## src/rtl/pll_rst_ctrl.sv

```systemverilog
// pll_rst_ctrl: PLL start-up and supervision sequencer on the 24 MHz reference clock.
// It pulses the PLL reset, filters the synchronized extlock, holds the system reset
// for a settling time, then releases it. Lock loss or a lock timeout re-initialises the PLL.
module pll_rst_ctrl #(
   parameter int POR_CYCLES   = 16,
   parameter int LOCK_FILTER  = 64,
   parameter int HOLD_CYCLES  = 256,
   parameter int LOCK_TIMEOUT = 24000
) (
   input  logic       clk,
   input  logic       resetn,
   input  logic       extlock,
   input  logic       soft_rst_req,
   output logic       pll_rst,
   output logic       sys_resetn,
   output logic       locked,
   output logic       lock_lost,
   output logic [3:0] retry_cnt
);

   localparam int MAX_AB  = (POR_CYCLES > LOCK_FILTER) ? POR_CYCLES : LOCK_FILTER;
   localparam int MAX_CD  = (HOLD_CYCLES > LOCK_TIMEOUT) ? HOLD_CYCLES : LOCK_TIMEOUT;
   localparam int MAX_CYC = (MAX_AB > MAX_CD) ? MAX_AB : MAX_CD;
   localparam int CW      = (MAX_CYC > 1) ? $clog2(MAX_CYC) : 1;

   localparam logic [CW-1:0] POR_LAST     = CW'(POR_CYCLES - 1);
   localparam logic [CW-1:0] FILTER_LAST  = CW'(LOCK_FILTER - 1);
   localparam logic [CW-1:0] HOLD_LAST    = CW'(HOLD_CYCLES - 1);
   localparam logic [CW-1:0] TIMEOUT_LAST = CW'(LOCK_TIMEOUT - 1);

   localparam logic [2:0] S_PLL_RST   = 3'd0;
   localparam logic [2:0] S_WAIT_LOCK = 3'd1;
   localparam logic [2:0] S_FILTER    = 3'd2;
   localparam logic [2:0] S_HOLD      = 3'd3;
   localparam logic [2:0] S_RUN       = 3'd4;

   logic [1:0]    sync_q;
   logic          extlock_s;
   logic [2:0]    state_q, state_d;
   logic [CW-1:0] cnt_q, cnt_d;
   logic          cnt_clr;
   logic          loss_evt;
   logic          timeout_evt;

   assign extlock_s = sync_q[1];

   // Two-flop synchronizer bringing the asynchronous PLL lock into the clk domain.
   always_ff @(posedge clk or negedge resetn) begin
      if (!resetn) begin
         sync_q <= '0;
      end else begin
         sync_q <= {sync_q[0], extlock};
      end
   end

   // Next-state logic: soft request beats lock loss, which beats counter expiry.
   always_comb begin
      state_d     = state_q;
      cnt_clr     = 1'b0;
      loss_evt    = 1'b0;
      timeout_evt = 1'b0;
      if (soft_rst_req) begin
         state_d = S_PLL_RST;
         cnt_clr = 1'b1;
      end else begin
         case (state_q)
            S_PLL_RST: begin
               if (cnt_q == POR_LAST) state_d = S_WAIT_LOCK;
            end
            S_WAIT_LOCK: begin
               if (extlock_s) begin
                  state_d = S_FILTER;
               end else if (cnt_q == TIMEOUT_LAST) begin
                  state_d     = S_PLL_RST;
                  timeout_evt = 1'b1;
               end
            end
            S_FILTER: begin
               if (!extlock_s) state_d = S_WAIT_LOCK;
               else if (cnt_q == FILTER_LAST) state_d = S_HOLD;
            end
            S_HOLD: begin
               if (!extlock_s) begin
                  state_d  = S_PLL_RST;
                  loss_evt = 1'b1;
               end else if (cnt_q == HOLD_LAST) begin
                  state_d = S_RUN;
               end
            end
            S_RUN: begin
               if (!extlock_s) begin
                  state_d  = S_PLL_RST;
                  loss_evt = 1'b1;
               end
            end
            default: state_d = S_PLL_RST;
         endcase
      end
      if (state_d != state_q) cnt_clr = 1'b1;
   end

   // Shared cycle counter: cleared on any state change or soft request, idle in RUN.
   always_comb begin
      cnt_d = cnt_q;
      if (cnt_clr) cnt_d = '0;
      else if (state_q != S_RUN) cnt_d = cnt_q + CW'(1);
   end

   // State and counter registers.
   always_ff @(posedge clk or negedge resetn) begin
      if (!resetn) begin
         state_q <= S_PLL_RST;
         cnt_q   <= '0;
      end else begin
         state_q <= state_d;
         cnt_q   <= cnt_d;
      end
   end

   // Registered outputs decoded from next state so they switch with the state.
   always_ff @(posedge clk or negedge resetn) begin
      if (!resetn) begin
         pll_rst    <= 1'b1;
         sys_resetn <= 1'b0;
         locked     <= 1'b0;
         lock_lost  <= 1'b0;
         retry_cnt  <= '0;
      end else begin
         pll_rst    <= (state_d == S_PLL_RST);
         sys_resetn <= (state_d == S_RUN);
         locked     <= (state_d == S_RUN);
         lock_lost  <= loss_evt;
         if (timeout_evt && (retry_cnt != 4'hF)) retry_cnt <= retry_cnt + 4'd1;
      end
   end

endmodule

```

## config.mk

```make
export PLATFORM = sky130hd
export DESIGN_NAME = pll_rst_ctrl
export DESIGN_NICKNAME = d
export VERILOG_FILES = /design/src/rtl/pll_rst_ctrl.sv
export SDC_FILE = /design/constraint.sdc
export NUM_CORES = 1
export LEC_CHECK = 0
export ABC_AREA = 0
export BUFFER_PORTS_ARGS = -buffer_cell sky130_fd_sc_hd__buf_2
export CAP_MARGIN = 20
export CORE_ASPECT_RATIO = 0.8
export CORE_MARGIN = 2
export CORE_UTILIZATION = 40
export CTS_BUF_LIST = sky130_fd_sc_hd__clkbuf_4 sky130_fd_sc_hd__clkbuf_8
export CTS_CLUSTER_DIAMETER = 60
export DETAILED_ROUTE_END_ITERATION = 6
export GPL_TIMING_DRIVEN = 0
export HOLD_SLACK_MARGIN = 0.12
export PLACE_DENSITY = 0.59
export SLEW_MARGIN = 40
export SYNTH_ARGS = -nofsm -noshare
export SYNTH_HDL_FRONTEND = slang
export SYNTH_SLANG_ARGS = --single-unit
```

## constraint.sdc

```tcl
create_clock -name clk -period 2 [get_ports clk]
set_input_delay 0.3 -clock clk [delete_from_list [all_inputs] [get_ports clk]]
set_output_delay 0.3 -clock clk [all_outputs]
set_load 0.03 [all_outputs]
```

Yosys cells after proc, flatten, opt, wreduce, memory -nomap -nowiden. Cells that the tools add are included.

Register bits: 27. Input bits: 4. Output and inout bits: 8. Word-level logic and storage cells: 47.

$add $sub $neg: 2. Equality and inequality tests: 12. Muxes and demuxes: 21. Reduce and logical (&&, ||, !) cells: 5.

Operators with widths (number): $mux 15 (2); $mux 3 (9); $add 15x1->15 const B (1); $eq 15x15->1 const B (1); $eq 15x4->1 const B (1); $eq 15x6->1 const B (1); $eq 15x8->1 const B (1); $pmux 3 s5 (1); $mux 1 (9); $eq 3x2->1 const B (2); $eq 3x3->1 const B (2); $logic_not 3->1 (2); $add 4x1->4 const B (1); $ne 4x4->1 const B (1); $eq 3x1->1 const B (1); $ne 3x3->1 (1); $ne 3x3->1 const B (1); $reduce_bool 2->1 (1); $reduce_or 2->1 (1); $logic_and 1x1->1 (1).

Longest topological paths before layout.
Word-level depth: 8. Mapped depth: 7. Mapped depth without buffers: 6.

Worst setup path after synthesis. No wires, ideal clock.

Path kind: flip-flop to flip-flop. Start: register cnt_q[9]. End: register retry_cnt[1]. Data arrival time: 1.942 ns. Required time: 1.872 ns. Setup slack: -0.070 ns. Stages on the path, launching flop included: 5. Cells stage by stage: dfrtp_1 or3b_1 or4_4 a311oi_4 mux2_1.

Word-level cells in the longest chain between the ends: 6.

Ends and longest elaborated chain: from (decl) (RTL line 40) `logic [CW-1:0] cnt_q, cnt_d;`; from (signal assigned) (RTL line 116) `cnt_q <= cnt_d;`; $eq 15x15->1 (RTL line 73) `end else if (cnt_q == TIMEOUT_LAST) begin`; $mux 1 (RTL line 73); $mux 1 (RTL line 71) `if (extlock_s) begin`; $mux 1 (RTL line 66) `case (state_q)`; $mux 1 (RTL line 62) `if (soft_rst_req) begin`; $logic_and 1x1->1 (RTL line 133) `if (timeout_evt && (retry_cnt != 4'hF)) retry_cnt <= retry_cnt + 4'd1;`; to (signal assigned) (RTL line 133); to (decl) (RTL line 18) `output logic [3:0] retry_cnt`.

No other way between the ends. A chain may end at the register's enable or synchronous reset.

Final worst setup path.
Start: register cnt_q[0]. End: register retry_cnt[1].

The elaborated chain is that of the path after synthesis.

==> results.tsv <==
stage	metric	value	unit
run_status	status	complete, but fails checks	
synthesis	Mapped Area	0.00140	mm2
place	Placed Cells incl. Taps	191	
die	Initial Utilization	41.3	%
power_and_ir_drop	Lkg Pwr	0.743	nW
final_layout	commonest non-fill, non-tap cell in the layout	dfrtp_1	
min_path	HP Class	in2reg	
min_path	HP Start	soft_rst_req	
job	MaxCap Viol Count	0	
sta	fin crit share	103	%
global_route	total track usage	16.9	%
synthesis	flops & latches, synth	27	
final_layout	Layout Nets	169	
synthesis	Net Count, Synth	144	
routing	TritonRoute pass-1 iters	4	
final_layout	Cell Count, Final, Fillers Out	204	
global_route	first-pass GRT wire length	5360	um
final_layout	Sequential cell area	679	um2
routing	routed len/inst	15.3	um
sta	achievable clock frequency	487	MHz
critical_path	R2R Path Start	cnt_q[0]	
final_layout	area delta synth->final	26.9	%
sta	Hold Slack	0.201	ns
power_and_ir_drop	Max IR drop VDD	0.000400	V
clocking	clock sink count	27	
place	dpl hpwl	2010	um
routing	Antenna Nets Post-Route	0	
die	Core Box Area	0.00340	mm2
clocking	Root Driver	clkbuf_8	
clocking	clock tree from TritonCTS	built	
critical_path	worst path arrival time	2.22	ns
clocking	clk buf depth	2	
sta	worst slew pin tran	0.606	ns
clocking	total CTS buffers	3	
routing	routed vias	1128	
clocking	H-tree depth	1	
die	die area	0.00400	mm2
synthesis	cells after synthesis	138	
sta	min Tclk post-route	2.05	ns
global_route	largest net degree at the start of global routing	28	
die	Die Wd	70.2	um
sta	count of final setup violators	2	
clocking	Clock transition at path regs	0.09	ns
sta	clock skew	0.00736	ns
sta	setup TNS	-0.0885	ns
power_and_ir_drop	P per Cell Area	529	mW/mm2
die	I/O pin total	12	
global_route	vias in the first global route	1124	
critical_path	Worst EP required	2.17	ns
final_layout	antenna cell count	0	
sta	final worst slack	-0.0526	ns
die	Rows	19	
sta	RSZ-0062 raised after global routing	yes	
sta	Slew Viols, Final	0	
critical_path	crit path launch type	flop	
critical_path	Worst Setup End Kind	flop	
die	Die Y	57.0	um
critical_path	Crit Path Category	reg2reg	
power_and_ir_drop	total power	0.942	mW
synthesis	sequential area share after synthesis	48.2	%
final_layout	multi-input logic area	811	um2
final_layout	fillcell total	318	
sta	worst rel slew slack	59.6	%
routing	drt first-iter violations	68	
place	Placer Congestion	0.777	
critical_path	Crit. Startpoint	cnt_q[0]	
place	Place WS	-0.283	ns
global_route	total grt overflow	0	
synthesis	syn_area_per_cell	10.2	um2
final_layout	share of layout cells above drive strength 1	32.1	%
place	port bufs	11	
routing	drt drc	0	
sta	Final Hold Viols	0	
final_layout	most frequent cells in the layout	dfrtp_1 (24), a21oi_1 (17), buf_2 (12), xnor2_1 (12), buf_4 (10)	
synthesis	Synth cell types	40	
routing	WL final	3120	um
routing	Avg Vias per Cell	5.53	
critical_path	worst-path fanout max	4	
run_status	failing checks	setup timing	
global_route	antenna violations before repair	0	
synthesis	Synth Warn #	0	
clocking	latest clock arrival within the worst-skew pair	0.28	ns
## critical path, cell delays in order (launching register included)
cell	delay, ns
dfrtp_1	0.38
ha_2	0.19
nand4b_1	0.16
or4_4	0.57
a311oi_4	0.31
mux2_4	0.33
## per-layer routing
metal	GRT usage (%)	part of all wire [%]	up-vias
met5	0	0	-
met4	5.22	1.3	0
met3	4.24	3.1	5
met2	26.4	46	16
met1	23.4	49	562
li1	-	-	545
## metrics by stage
step           util, %  cell area (um2)
2_1_floorplan        -             1400
5_1_grt           52.4             1780
3_5_place_dp      44.5             1510
6_report          52.4             1780
3_3_place_gp      44.5             1510
4_1_cts           49.3             1680
## Yosys cell counts
| master | instances | area share [%] |
|---|---|---|
| o31ai_1 | 1 | 0.53 |
| a311oi_4 | 1 | 1.9 |
| or2_2 | 1 | 0.45 |
| nor2_1 | 5 | 1.3 |
| nand4_1 | 3 | 1.3 |
| nor4_1 | 2 | 0.89 |
| nor4b_1 | 3 | 1.9 |
| or3b_2 | 1 | 0.62 |
| o21ai_0 | 2 | 0.71 |
| a41oi_1 | 1 | 0.62 |
| and4b_1 | 1 | 0.71 |
| nor3_1 | 7 | 2.5 |
| and4_1 | 1 | 0.62 |
| mux2_1 | 1 | 0.80 |
| xnor2_1 | 12 | 7.5 |
| xor2_1 | 5 | 3.1 |
| or3_1 | 3 | 1.3 |
| or4_4 | 1 | 0.80 |
| dfstp_2 | 1 | 1.9 |
| mux2i_1 | 1 | 0.71 |
| buf_2 | 2 | 0.71 |
| or3b_1 | 1 | 0.62 |
| nand4b_1 | 1 | 0.62 |
| inv_1 | 5 | 1.3 |
| nand3b_1 | 1 | 0.53 |
| o311a_1 | 1 | 0.71 |
| and3_1 | 3 | 1.3 |
| o41ai_1 | 1 | 0.62 |
| ha_1 | 2 | 1.8 |
| maj3_1 | 1 | 0.71 |
| a211oi_1 | 1 | 0.53 |
| nand3_1 | 6 | 2.1 |
| a31oi_1 | 1 | 0.45 |
| o211ai_1 | 1 | 0.53 |
| clkbuf_1 | 3 | 0.80 |
| buf_4 | 1 | 0.53 |
| a21oi_1 | 18 | 6.4 |
| nand2_1 | 8 | 2.1 |
| dfrtp_1 | 26 | 46 |
| nand2b_1 | 2 | 0.89 |
## cell type report
cell class	count	area share, %
Tap cell	42	2.95
Inverter	5	1.05
Clock buffer	4	2.74
Buffer	5	2.04
Sequential cell	27	38.1
Multi-Input combinational cell	100	45.5
Timing Repair Buffer	21	7.58
## where the power goes
group / leakage [nW] / total (mW) / internal [mW] / switching (mW)
clock network: 0.0262 / 0.331 / 0.157 / 0.175
registers: 0.363 / 0.559 / 0.552 / 0.00700
logic: 0.353 / 0.0512 / 0.0211 / 0.0300
total: 0.743 / 0.942 / 0.730 / 0.212
## sequential cells by signal (all words and copies together), names as in the netlist
| register | cells |
|---|---|
| cnt_q | 15 |
| retry_cnt | 4 |
| state_q | 3 |
| sync_q | 2 |
| lock_lost | 1 |
| locked | 1 |
| pll_rst | 1 |
## cell families after synthesis
| logic type | share of synthesized area (%) |
|---|---|
| AOI/OAI and AO/OA | 13.0 |
| xor gates and xnor gates | 10.6 |
| adders and majority gates | 2.50 |
| buffers and inverters | 3.39 |
| DFF | 48.2 |
| muxes | 1.52 |
| and+or+nand+nor | 20.8 |
## final timing paths
kind	slack, ns	to	depth (start not counted)
setup / recovery	-0.05	retry_cnt[1]	5
hold / removal	0.20	lock_lost	2
setup reg to reg	-0.05	retry_cnt[1]	5
hold reg to reg	0.36	sync_q[1]	0
max in group asynchronous	1.01	cnt_q[5]	2
min in group asynchronous	0.55	sync_q[1]	2
## timing repair
action,4_1_cts,5_1_grt
setup buffers,7,1
gates resized for setup,10,22
pin swaps,6,9
setup endpoints to repair,18,20
hold endpoints to repair,27,0
hold buffers,2,0
No activity file was read; power rests on OpenSTA's default activity.
